## src/rtl/btn_debounce.sv

```systemverilog
// btn_debounce
//   Debounces N raw buttons. Inputs are double-flopped into the clk domain.
//   A sample tick is taken from the rising edge of clkdiv[TICK_BIT]. A new
//   level is accepted only after it has been seen on STABLE_CNT consecutive
//   ticks. All outputs are registered.
// Ports
//   clk         : system clock
//   rst         : asynchronous, active-high reset
//   clkdiv      : free-running 32-bit counter bus from the clock divider
//   btn_in      : raw asynchronous button inputs [N-1:0]
//   btn_level   : debounced level per button
//   btn_press   : 1-clk pulse on an accepted 0->1 transition
//   btn_release : 1-clk pulse on an accepted 1->0 transition
module btn_debounce #(
  parameter int N          = 4,
  parameter int TICK_BIT   = 17,
  parameter int STABLE_CNT = 4
) (
  input  logic          clk,
  input  logic          rst,
  input  logic [31:0]   clkdiv,
  input  logic [N-1:0]  btn_in,
  output logic [N-1:0]  btn_level,
  output logic [N-1:0]  btn_press,
  output logic [N-1:0]  btn_release
);

  localparam int CW = $clog2(STABLE_CNT + 1);
  localparam logic [CW-1:0] LAST = CW'(STABLE_CNT - 1);

  typedef enum logic [1:0] {
    LO     = 2'b00,
    WAIT_H = 2'b01,
    HI     = 2'b10,
    WAIT_L = 2'b11
  } state_t;

  logic [N-1:0]  r_s1;
  logic [N-1:0]  r_s2;
  logic          r_tick_q;
  logic          w_tick;
  logic          w_unused_div;

  state_t        r_state     [N];
  state_t        w_state_nxt [N];
  logic [CW-1:0] r_cnt       [N];
  logic [CW-1:0] w_cnt_nxt   [N];
  logic [N-1:0]  w_level_nxt;
  logic [N-1:0]  w_press_nxt;
  logic [N-1:0]  w_release_nxt;

  // Only the selected bit matters; the rest of the bus is deliberately ignored.
  assign w_unused_div = ^clkdiv;

  // Rising edge of the selected divider bit; its falling edge (including the
  // 32-bit wrap) produces no tick.
  assign w_tick = clkdiv[TICK_BIT] & ~r_tick_q;

  always_ff @(posedge clk or posedge rst) begin
    if (rst) begin
      r_s1     <= '0;
      r_s2     <= '0;
      r_tick_q <= 1'b0;
    end else begin
      r_s1     <= btn_in;
      r_s2     <= r_s1;
      r_tick_q <= clkdiv[TICK_BIT];
    end
  end

  // State register (FSM state, counters and registered outputs)
  always_ff @(posedge clk or posedge rst) begin
    if (rst) begin
      for (int unsigned i = 0; i < N; i++) begin
        r_state[i] <= LO;
        r_cnt[i]   <= '0;
      end
      btn_level   <= '0;
      btn_press   <= '0;
      btn_release <= '0;
    end else begin
      for (int unsigned i = 0; i < N; i++) begin
        r_state[i] <= w_state_nxt[i];
        r_cnt[i]   <= w_cnt_nxt[i];
      end
      btn_level   <= w_level_nxt;
      btn_press   <= w_press_nxt;
      btn_release <= w_release_nxt;
    end
  end

  // Next-state logic
  always_comb begin
    for (int unsigned i = 0; i < N; i++) begin
      w_state_nxt[i] = r_state[i];
      w_cnt_nxt[i]   = r_cnt[i];
      if (w_tick) begin
        case (r_state[i])
          LO: begin
            if (r_s2[i]) begin
              w_state_nxt[i] = WAIT_H;
              w_cnt_nxt[i]   = CW'(1);
            end
          end
          WAIT_H: begin
            if (!r_s2[i]) begin
              w_state_nxt[i] = LO;
              w_cnt_nxt[i]   = '0;
            end else if (r_cnt[i] == LAST) begin
              w_state_nxt[i] = HI;
              w_cnt_nxt[i]   = '0;
            end else begin
              w_cnt_nxt[i]   = r_cnt[i] + CW'(1);
            end
          end
          HI: begin
            if (!r_s2[i]) begin
              w_state_nxt[i] = WAIT_L;
              w_cnt_nxt[i]   = CW'(1);
            end
          end
          WAIT_L: begin
            if (r_s2[i]) begin
              w_state_nxt[i] = HI;
              w_cnt_nxt[i]   = '0;
            end else if (r_cnt[i] == LAST) begin
              w_state_nxt[i] = LO;
              w_cnt_nxt[i]   = '0;
            end else begin
              w_cnt_nxt[i]   = r_cnt[i] + CW'(1);
            end
          end
          default: begin
            w_state_nxt[i] = LO;
            w_cnt_nxt[i]   = '0;
          end
        endcase
      end
    end
  end

  // Output logic: next values of the registered outputs
  always_comb begin
    w_level_nxt   = btn_level;
    w_press_nxt   = '0;
    w_release_nxt = '0;
    for (int unsigned i = 0; i < N; i++) begin
      if (w_tick) begin
        if (r_state[i] == WAIT_H && r_s2[i] && r_cnt[i] == LAST) begin
          w_level_nxt[i] = 1'b1;
          w_press_nxt[i] = 1'b1;
        end
        if (r_state[i] == WAIT_L && !r_s2[i] && r_cnt[i] == LAST) begin
          w_level_nxt[i]   = 1'b0;
          w_release_nxt[i] = 1'b1;
        end
      end
    end
  end

endmodule

```

## config.mk

```make
export PLATFORM = sky130hd
export DESIGN_NAME = btn_debounce
export DESIGN_NICKNAME = d
export VERILOG_FILES = /design/src/rtl/btn_debounce.sv
export SDC_FILE = /design/constraint.sdc
export NUM_CORES = 1
export LEC_CHECK = 0
export ABC_CLOCK_PERIOD_IN_PS = 1400
export CAP_MARGIN = 25
export CORE_UTILIZATION = 35
export CTS_BUF_LIST = sky130_fd_sc_hd__clkbuf_2
export CTS_CLUSTER_DIAMETER = 50
export DETAILED_ROUTE_END_ITERATION = 12
export PLACE_DENSITY_LB_ADDON = 0.12
export SYNTH_ARGS = -nofsm -noshare
export SYNTH_HDL_FRONTEND = slang
export SYNTH_SLANG_ARGS = --single-unit
```

## constraint.sdc

```tcl
create_clock -name clk -period 1.4 [get_ports clk]
set_input_delay 0.28 -clock clk [delete_from_list [all_inputs] [get_ports clk]]
set_output_delay 0.28 -clock clk [all_outputs]
set_load 0.05 [all_outputs]
```

; ---- Word level (Yosys, flattened, before mapping)
; Index checks and enable logic that the tools add are counted.
[word_totals]
ff_bits = 41
input_bits = 38
out_inout_bits = 12
word_cells = 171
[classes]
n_addsub = 4
eq_ne = 32
muxes = 76
n_bitwise = 2
reduce_logical = 40
[ops]
columns = operator, n
row1 = $mux 3, 20
row2 = $mux 2, 24
row3 = $pmux 3 s4, 4
row4 = $pmux 2 s4, 4
row5 = $mux 1, 24
row6 = $reduce_and 5->1, 4
row7 = $eq 2x2->1 const B, 8
row8 = $logic_and 1x1->1, 16
row9 = $ne 2x2->1 const B, 8
row10 = $ne 3x2->1 const B, 5
row11 = $add 3x1->3 const B, 4
row12 = $eq 3x2->1 const B, 4
row13 = $reduce_and 3->1, 4
row14 = $ne 3x3->1 const B, 3
row15 = $eq 2x1->1 const B, 4
row16 = $logic_not 2->1, 4
row17 = $reduce_and 2->1, 4
row18 = $reduce_bool 2->1, 4
row19 = $logic_not 1->1, 4
row20 = $and 1x1->1, 1
row21 = $not 1->1, 1

; ---- Longest topological paths before layout
; Gate-level depths: netlist of the first run.
[logic_depth]
word_depth = 5
ltp_mapped = 5
mapped_depth_nobuf = 4

; ---- Least setup slack after synthesis of the first run
; No wires, ideal clock.
[synth_path]
kind = reg-to-reg
from = reg r_cnt[0] (netlist bit)
to = reg with a tool-made name
setup_time_ps = 125
arrival_time_ps = 1213
required_ps = 1275
setup_slack_ps = 62
stages_incl_launch_ff = 5
path_buffers = 0
synth_period_minus_slack_ps = 1338
cell_sequence = dfrtp_1 -> ha_1 -> and3b_1 -> nand2_1 -> mux2_2
[synth_lines]
columns = item, line
row1 = "start, declared", 46  ; logic [CW-1:0] r_cnt [N];
row2 = "start signal, assigned by index", 84  ; r_cnt[i] <= w_cnt_nxt[i];

; ---- Worst setup path after layout of the first run
[layout_path]
from = reg r_cnt[9] (netlist bit)
to = reg r_state[6] (netlist bit)
[layout_between]
elab_chain_cells = 3
elab_cells_between_ends = 4
cone_classes = eq/ne: 3 / reduce/logical: 1
[layout_rtl]
columns = item, line
row1 = $eq 3x2->1 (*), "109, 126"
row2 = $ne 3x2->1 (no source line), n/a
row3 = $reduce_and 5->1 (no source line) (*), n/a
row4 = "end signal, assigned by index", 83  ; r_state[i] <= w_state_nxt[i];
row5 = "end, declared", 44  ; state_t r_state [N];
; Every way passes the cells marked *; elsewhere a longest branch is shown, timed or not.
; A chain may end at the register's enable or synchronous reset.

==> flow_summary.ini, run 1 <==
[route]
wl_um = 3207
via_per_inst = 4.955
drcViolationCount = 0
topRoutingLayerUsed = met4
wl_met2_um = 1623
dr.pass1.iters = 4
wl_per_cell_um = 13.09
drt_iter0_drc = 77
antenna_left = 0
vias = 1214
dr_wl_met3_um = 133
wl_met1_um = 1403

[sta]
holdWs_ps = 204.9
fin_tns_setup_ps = 0
hold_viol = 0
period_share = 0.9725
setup_viol = 0
skew_ps = 16.13
worstMarginPinSlew_ps = 385.7
grt_setup_unrepaired = false
maxSlewViolCount = 0
worst_slack_ps = 38.44
slew_headroom = 0.7410
fin_crit_ps = 1362
fmax_ghz = 0.7345

[floorplanning]
core_sq_um = 4755
chipHeight_um = 72.34
num_rows = 25
die-area_sq_um = 5233
start_util = 0.3642
die_w_um = 72.34
io_pins = 50

[finish]
diodes = 0
nFillCells = 455
fin_util = 0.4797
final_cells = 245
nets = 220
syn2layout_area_growth_pct = 31.72
final_cell_area_sq_um = 2281
layout-drive-gt1-share = 0.2640

[clock_tree]
clockBufferDepth = 2
cts_made_buffers = 5
insertion_delay_ps = 390
cts.clk_slew.worst_paths_ps = 200
cts_max_level = 2
cts.sinks = 41
holdBufCountCts = 0
cts_root_buffer = clkbuf_2
cts_tree = done

[setup_path]
crit_type = flop to flop
timing.rr.end = r_state[6]
start_kind = flop
cp_max_fo = 3
r2r_start = r_cnt[9]
crit_arrival_ps = 1690
endpoint_kind = flop
cp.required_ps = 1730
rr_worst_depth = 4
rrSetupSlack_ps = 40

[logic_synthesis]
synthFlopType = dfrtp_1
synth_top_area_share = 0.5925
synth_top_cell_by_area = dfrtp_1
ys_warn_count = 0
netlist_instances = 140
yosysSeqAreaShare = 0.5925
synthTopCellsByArea = dfrtp_1, ha_1, mux2i_1
synth_commonest_cells = dfrtp_1, inv_1, nor3_1
synth_edf_count = 0
syn-num-nets = 182
avgSynthCellArea_sq_um = 12.37
synth_area_sq_um = 1732
synth.most_common_cell = dfrtp_1
ys_types = 36
yosys_register_bits = 41
synth_async_sr_flop_share = 1.000

[pwr]
p_comb_frac = 0.320
power_frac_clock = 0.157
ir_drop_v = 0.0006969
p_switching_mw = 1.067
total_power_mw = 3.095
power.internal_mw = 2.028
power_density_nw_per_um2 = 1357
p_leak_nw = 1.041
p_seq_frac = 0.522
swShare = 0.3448

[run]
cap_violations = 0

[grt]
antenna_found_initial = 0
grt_pass1_vias = 1224
overflow = 0
grt_pass1_wl_um = 5451
grt_max_degree = 42
track_usage = 0.1380

[placement]
place_area_sq_um = 2188
hpwl_um = 2215
gp_congestion = 0.7704
dp_slack_ps = -246.8
port_buffers = 18
dp.cells = 234

[worst_hold_path]
holdCritPathClass = input pin to asynchronous set/reset pin

[outcome]
outcome = finished clean
[power by group through the flow]
stage	Sequential, mW	Clock [mW]	Combinational (mW)
CTS	1.60	0.515	0.931
finish	1.62	0.487	0.991
global route	1.65	0.568	1.09
detailed placement	1.62	0	0.909
floorplan	1.64	0	0.573
global placement	1.61	0	0.851
[how the worst max path moves through the flow]
stage / slack [ps] / startpoint / to / cells after the start
after floorplan: 60 / r_cnt[0] / flop / 4
after global placement: -200 / clkdiv[17] / flop / 5
after detailed placement: -250 / clkdiv[17] / flop / 5
after CTS: 20 / r_cnt[9] / r_state[6] / 4
after global routing: 1 / btn_level[3] / btn_level[3] / 1
final: 40 / r_cnt[9] / r_state[6] / 4
[layout make-up]
class / instances / area (sq um) / area share
Sequential cell: 41 / 1027 / 0.4504
Inverter: 10 / 37.54 / 0.01646
Multi-Input combinational cell: 85 / 658.1 / 0.2885
Clock inverter: 1 / 3.754 / 0.001646
Tap cell: 67 / 83.83 / 0.03675
Clock buffer: 6 / 30.03 / 0.01317
Timing Repair Buffer: 35 / 440.4 / 0.1931
[metal layers]
| layer | up-vias | global-route usage |
|---|---|---|
| li1 | 581 | - |
| met3 | 6 | 0.05417 |
| met4 | 0 | 0.05229 |
| met1 | 601 | 0.1561 |
| met5 | - | 0 |
| met2 | 26 | 0.2347 |
[logic make-up (layout without fill, tap and decap cells)]
group | count (synthesis) | after routing | synth area share
flip-flops | 41 | 41 | 0.5925
adder cells (fa/ha/maj) | 4 | 4 | 0.02890
multiplexers | 6 | 6 | 0.03613
AND/OR/NAND/NOR | 34 | 34 | 0.1214
buffers and inverters | 14 | 52 | 0.04335
XOR/XNOR | 5 | 5 | 0.02529
AO/OA/AOI/OAI | 36 | 36 | 0.1525
[cells in the final DEF (no fill, tap or decap), types with 3 or more instances in the layout]
cell type	Yosys	routed
dfrtp_1	41	40
buf_4	2	16
buf_12	0	13
inv_1	10	10
nor3_1	7	7
clkbuf_2	0	6
clkdlybuf4s50_1	0	6
a21oi_1	5	5
a31oi_1	5	5
xnor2_1	4	4
and3b_1	4	4
nand2_1	5	4
o21a_1	4	4
mux2i_1	4	4
a21o_1	3	3
or3_1	3	3
o21ai_0	3	3
nand2b_1	3	3
and3_1	3	3
[worst max-delay path, stage by stage, from the launching register on]
cell and delay (ps):
dfrtp_1 450, ha_1 240, and3b_1 220, or3_1 310, o21ai_0 80
[registers in the layout (all words and copies together), names as in the netlist, named ones only]
name	flops
r_cnt	12
btn_level	4
btn_press	4
btn_release	4
r_s1	4
r_s2	4
r_state	4
r_tick_q	1
[repair_timing]
item,in CTS,in global routing
buffers inserted,1,3
endpoints found under the hold margin,0,0
setup endpoints to repair,1,7
pin swaps,0,1
gates resized for setup,1,6
cloned,0,0
(Power assumes the default switching activity.)
==> run 2, diff against run 1 <==
--- a/config.mk
+++ b/config.mk
@@ -5,6 +5,7 @@
 export SDC_FILE = /design/constraint.sdc
 export NUM_CORES = 1
 export LEC_CHECK = 0
+export ABC_AREA = 1
 export ABC_CLOCK_PERIOD_IN_PS = 1400
 export CAP_MARGIN = 25
 export CORE_UTILIZATION = 35
==> flow_summary.ini, run 2 <==
[setup_path]
endpoint = btn_level[0]
crit_buf_inv = 1
cp_max_fo = 2
path_depth = 1
rr_worst_depth = 6
cp.required_ps = 1120
cp_slowest_cell = dfrtp_1
path_cells = buf_12
crit_type = flop to output port
timing.rr.end = btn_level[1]
r2r_start = r_cnt[6]
crit_start = btn_level[0]
endpoint_kind = output port
start_kind = flop
critPathTopFamily = flip-flops
slowest_delay_ps = 470
crit_arrival_ps = 1030
rrSetupSlack_ps = 220

[grt]
grt_pass1_wl_um = 5457
antenna_found_initial = 0
overflow = 0
grt_max_degree = 31
grt_pass1_vias = 1330
track_usage = 0.1323

[logic_synthesis]
synthFlopType = dfrtp_1
synth_top_cell_by_area = dfrtp_1
yosysSeqAreaShare = 0.5537
synth_edf_count = 0
ys_warn_count = 0
yosys_register_bits = 41
ys_types = 17
netlist_instances = 214
synth_top_area_share = 0.5537
synth_async_sr_flop_share = 1.000
synth.most_common_cell = nand2_1
syn-num-nets = 256
synth_commonest_cells = nand2_1, inv_1, dfrtp_1
synth_area_sq_um = 1853
synthTopCellsByArea = dfrtp_1, nand2_1, inv_1
avgSynthCellArea_sq_um = 8.659

[sta]
fin_tns_setup_ps = 0
slew_headroom = 0.8043
holdWs_ps = 206.5
skew_ps = 17.48
fin_crit_ps = 1308
period_share = 0.9340
worst_slack_ps = 92.46
setup_viol = 0
hold_viol = 0
worstMarginPinSlew_ps = 293.1
fmax_ghz = 0.7648
grt_setup_unrepaired = false
maxSlewViolCount = 0

[floorplanning]
die_w_um = 74.76
core_sq_um = 5107
die-area_sq_um = 5589
io_pins = 50
chipHeight_um = 74.76
num_rows = 26
start_util = 0.3628

[route]
antenna_left = 0
via_per_inst = 4.404
vias = 1374
wl_um = 3020
wl_per_cell_um = 9.679
drt_iter0_drc = 62
drcViolationCount = 0
dr.pass1.iters = 4

[placement]
gp_congestion = 0.7157
port_buffers = 18
hpwl_um = 2271
dp_slack_ps = -175.4

[run]
cap_violations = 0

[clock_tree]
post_cts_buffers = 0
cts_tree = done
cts_root_buffer = clkbuf_2
post_cts_resized = 0
cts.clk_slew.worst_paths_ps = 210
insertion_delay_ps = 390
cts_made_buffers = 5
cts.sinks = 41
cts_max_level = 2
clockBufferDepth = 2
holdBufCountCts = 0

[finish]
layout_commonest_cell = nand2_1
regMostFlops = r_cnt
multi_input_area_sq_um = 639.4
layout_common_cells = nand2_1, inv_1, dfrtp_1, nand3_1, nor2_1
diodes = 0
seq_area_sq_um = 1026
nets = 284
largest_reg_flops = 12
syn2layout_area_growth_pct = 25.66
nFillCells = 505
layout-drive-gt1-share = 0.1529

[outcome]
outcome = finished clean

[pwr]
ir_drop_v = 0.0008547
power_density_nw_per_um2 = 1560
p_leak_nw = 1.248

[worst_hold_path]
holdCritPathClass = input pin to asynchronous set/reset pin
==> run 2: layer usage <==
layer | track usage | wire, um | vias to the layer above
met1 | 0.1624 | 1473 | 624
met4 | 0.07128 | 69 | 0
met2 | 0.2152 | 1393 | 22
met3 | 0.03213 | 84 | 8
met5 | 0 | 0 | -
li1 | - | - | 720
==> run 2: through the flow <==
| step | power, mW | util | cell area [sq um] | instances |
|---|---|---|---|---|
| after floorplan | 2.632 | - | 1853 | 214 |
| after global placement | 3.006 | 0.4441 | 2268 | 305 |
| after detailed placement | 3.032 | 0.4441 | 2268 | 305 |
| after CTS | 3.714 | 0.4559 | 2328 | 312 |
| after global routing | 3.977 | 0.4559 | 2328 | 312 |
| final | 3.632 | 0.4559 | 2328 | 312 |
==> run 2: how the worst min path moves through the flow <==
stage                          end  cells past startpoint
global placement           r_s2[0]                      0
global route            r_state[2]                      3
floorplan                  r_s1[0]                      0
detailed placement         r_s2[0]                      0
CTS                 btn_release[0]                      3
finish                  r_state[2]                      3
==> run 2: logic make-up after synthesis <==
group	after synthesis	synth area share
DFF	41	0.5537
and+or+nand+nor	103	0.2640
buffers and inverters	46	0.1013
adders and majority gates	4	0.02701
AOI/OAI and AO/OA	20	0.05401
==> run 2: final cells by class <==
type | count | share of cell area
inverter | 44 | 0.07093
clock inverter | 2 | 0.01505
tap | 70 | 0.03761
clock buffer | 5 | 0.01075
timing repair buffer | 23 | 0.1505
multi-input combinational | 127 | 0.2746
sequential | 41 | 0.4406
==> run 2: where the power goes <==
group          switching [mW]  leakage (nW)  internal [mW]
Sequential              0.264         0.525           1.45
Clock                   0.362        0.0388          0.290
Combinational           0.751         0.685          0.511
==> RTL edit, RTL diff (config.mk and constraints of run 2) <==
Reset style: synchronous (`rst`), changed in 2 clocked blocks. Comments in the files are not updated.
--- a/src/rtl/btn_debounce.sv
+++ b/src/rtl/btn_debounce.sv
@@ -56,7 +56,7 @@
   // 32-bit wrap) produces no tick.
   assign w_tick = clkdiv[TICK_BIT] & ~r_tick_q;
 
-  always_ff @(posedge clk or posedge rst) begin
+  always_ff @(posedge clk) begin
     if (rst) begin
       r_s1     <= '0;
       r_s2     <= '0;
@@ -69,7 +69,7 @@
   end
 
   // State register (FSM state, counters and registered outputs)
-  always_ff @(posedge clk or posedge rst) begin
+  always_ff @(posedge clk) begin
     if (rst) begin
       for (int unsigned i = 0; i < N; i++) begin
         r_state[i] <= LO;
Check against the original RTL: differs if rst is asserted again (counterexample within 10 cycles, from zero or initial values and one cycle with rst high); with rst held inactive, the same outputs for 10 cycles.
==> RTL edit against run 2 <==
  * Via count is 8.2% higher
  * First-iteration DRC count grew 3.2%
  * Final area is 2.0% lower
  * Clock skew down 6.9 ps
  * Setup slack improved by 39 ps
  * Critical endpoint unchanged
  * Routed wire length grew 3.1%
  * Die area is 3.0% lower
  * Cell count up 10%
  * Synthesized area fell by 3.1%
  * Sequential share of layout area decreased by 8.1 points
  * Sequential cell count did not move
Power is not compared: it rests on default switching activity, and its combinational part moved more than twofold at a synthesized area within 25%.
==> RTL edit: results <==
[place]
portBuffers = 18
pre_cts_slack_ps = -167
placed_cell_area_um2 = 2240
dpl.hpwl_mm = 2.34
gp_congestion = 0.762
dp_cells = 336

[critical_path]
cp_top_family = flip-flops
critPathSlowestCell = dfxtp_1
cp_max_fo = 2
cpPeakStageDelay_ps = 430
arrival_ps = 990

[clock_tree]
insertion_delay_ps = 400
cts_root_buf = clkbuf_2
h-tree-depth = 2
numCtsBuffers = 5
cts_resized = 0
clockBufferDepth = 2
post_cts_buffers = 0
clkTransAtPathRegs_ps = 210

[routing]
dr.pass1.iters = 4
wirelength_mm = 3.12
dr_total_vias = 1487
drt_iter0_markers = 64
wire_per_inst_um = 9.06

[synthesis]
synth.distinct_cells = 22
syn_area_per_cell_um2 = 7.36
synth_commonest_cells = nand2_1 (50), inv_1 (42), dfxtp_1 (41)
yosysWarnings = 0
synth_nets = 286
async_reset_ff_frac = 0
synth_area_leaders = dfxtp_1 (46%), nand2_1 (10%), inv_1 (8.8%), nor2_1 (8.2%), nand3_1 (5.3%)
synthFlopType = dfxtp_1
synth-seq-area-share = 0.457

[finish]
diodes = 0
nets = 318
regMostFlops = r_cnt
drive_above_1_share = 0.166
largest_reg_flops = 12

[power_and_ir_drop]
p_switching_uw = 535
p_leak_nw = 1.01
vdd_drop_max_v = 0.000370

[global_routing]
first_global_vias = 1405
grt_pass1_wl_mm = 5.93
grt_max_degree = 14
antenna_found_initial = 0
grt.total_usage = 0.142

[timing]
worst_pin_slew_ps = 300
finClkSkew_ps = 10.6

[run_status]
status = complete, no violations

[worst_hold_path]
min_path_type = in -> reg
==> RTL edit: cell count changes after synthesis, sizes merged, moves of 5 or more <==
cell / before / now
dfrtp: 41 / 0
dfxtp: 0 / 41
nor2: 19 / 43
a21oi: 11 / 17
o21ai: 9 / 4
==> RTL edit: kinds of logic (layout without fill, tap and decap cells) <==
family,Yosys count,count (layout),synth area share
AOI/OAI and AO/OA,21,21,0.0627
adders and majority gates,4,4,0.0279
buffers and inverters,48,81,0.102
DFF,41,41,0.457
and+or+nand+nor,130,130,0.350
==> RTL edit: final timing paths <==
check / end / slack, ps / depth (start not counted) / start
setup / recovery: btn_level[0] / 130 / 1 / btn_level[0]
hold / removal: r_s1[0] / 350 / 3 / btn_in[0]
setup reg to reg: r_cnt[3][0] / 250 / 6 / r_cnt[3][0]
hold reg to reg: r_s2[2] / 420 / 2 / r_s1[2]
==> RTL edit: metal layers <==
layer | vias up | GRT usage | part of all wire
li1 | 820 | - | -
met1 | 640 | 0.175 | 0.51
met2 | 20 | 0.229 | 0.43
met3 | 7 | 0.0412 | 0.035
met4 | 0 | 0.0641 | 0.022
met5 | - | 0 | 0
==> RTL edit: worst register-to-register path: cells and delay by family, from the launching register on <==
family	cells	cell delay, ps
simple gates	5	550
flops	1	360
fa+ha+maj	1	210
==> RTL edit: layout make-up <==
cell class	instances	area [µm²]
sequential	41	821
timing repair buffer	28	375
tap	67	83.8
multi-input combinational	155	791
fill	495	2530
inverter	45	169
clock buffer	5	25.0
clock inverter	3	17.5
==> RTL edit: power by group through the flow <==
stage | Clock, mW | Sequential, mW | Combinational, mW
floorplan | 0 | 1.24 | 0.129
global placement | 0 | 1.25 | 0.191
detailed placement | 0 | 1.25 | 0.192
CTS | 0.562 | 1.23 | 0.193
global route | 0.597 | 1.23 | 0.222
finish | 0.516 | 1.23 | 0.190
==> RTL edit: metrics by stage <==
step,setup TNS (ps),total power [mW]
finish,0,1.93
global route,0,2.05
CTS,0,1.98
detailed placement,-3330,1.44
global placement,-3140,1.44
floorplan,0,1.37
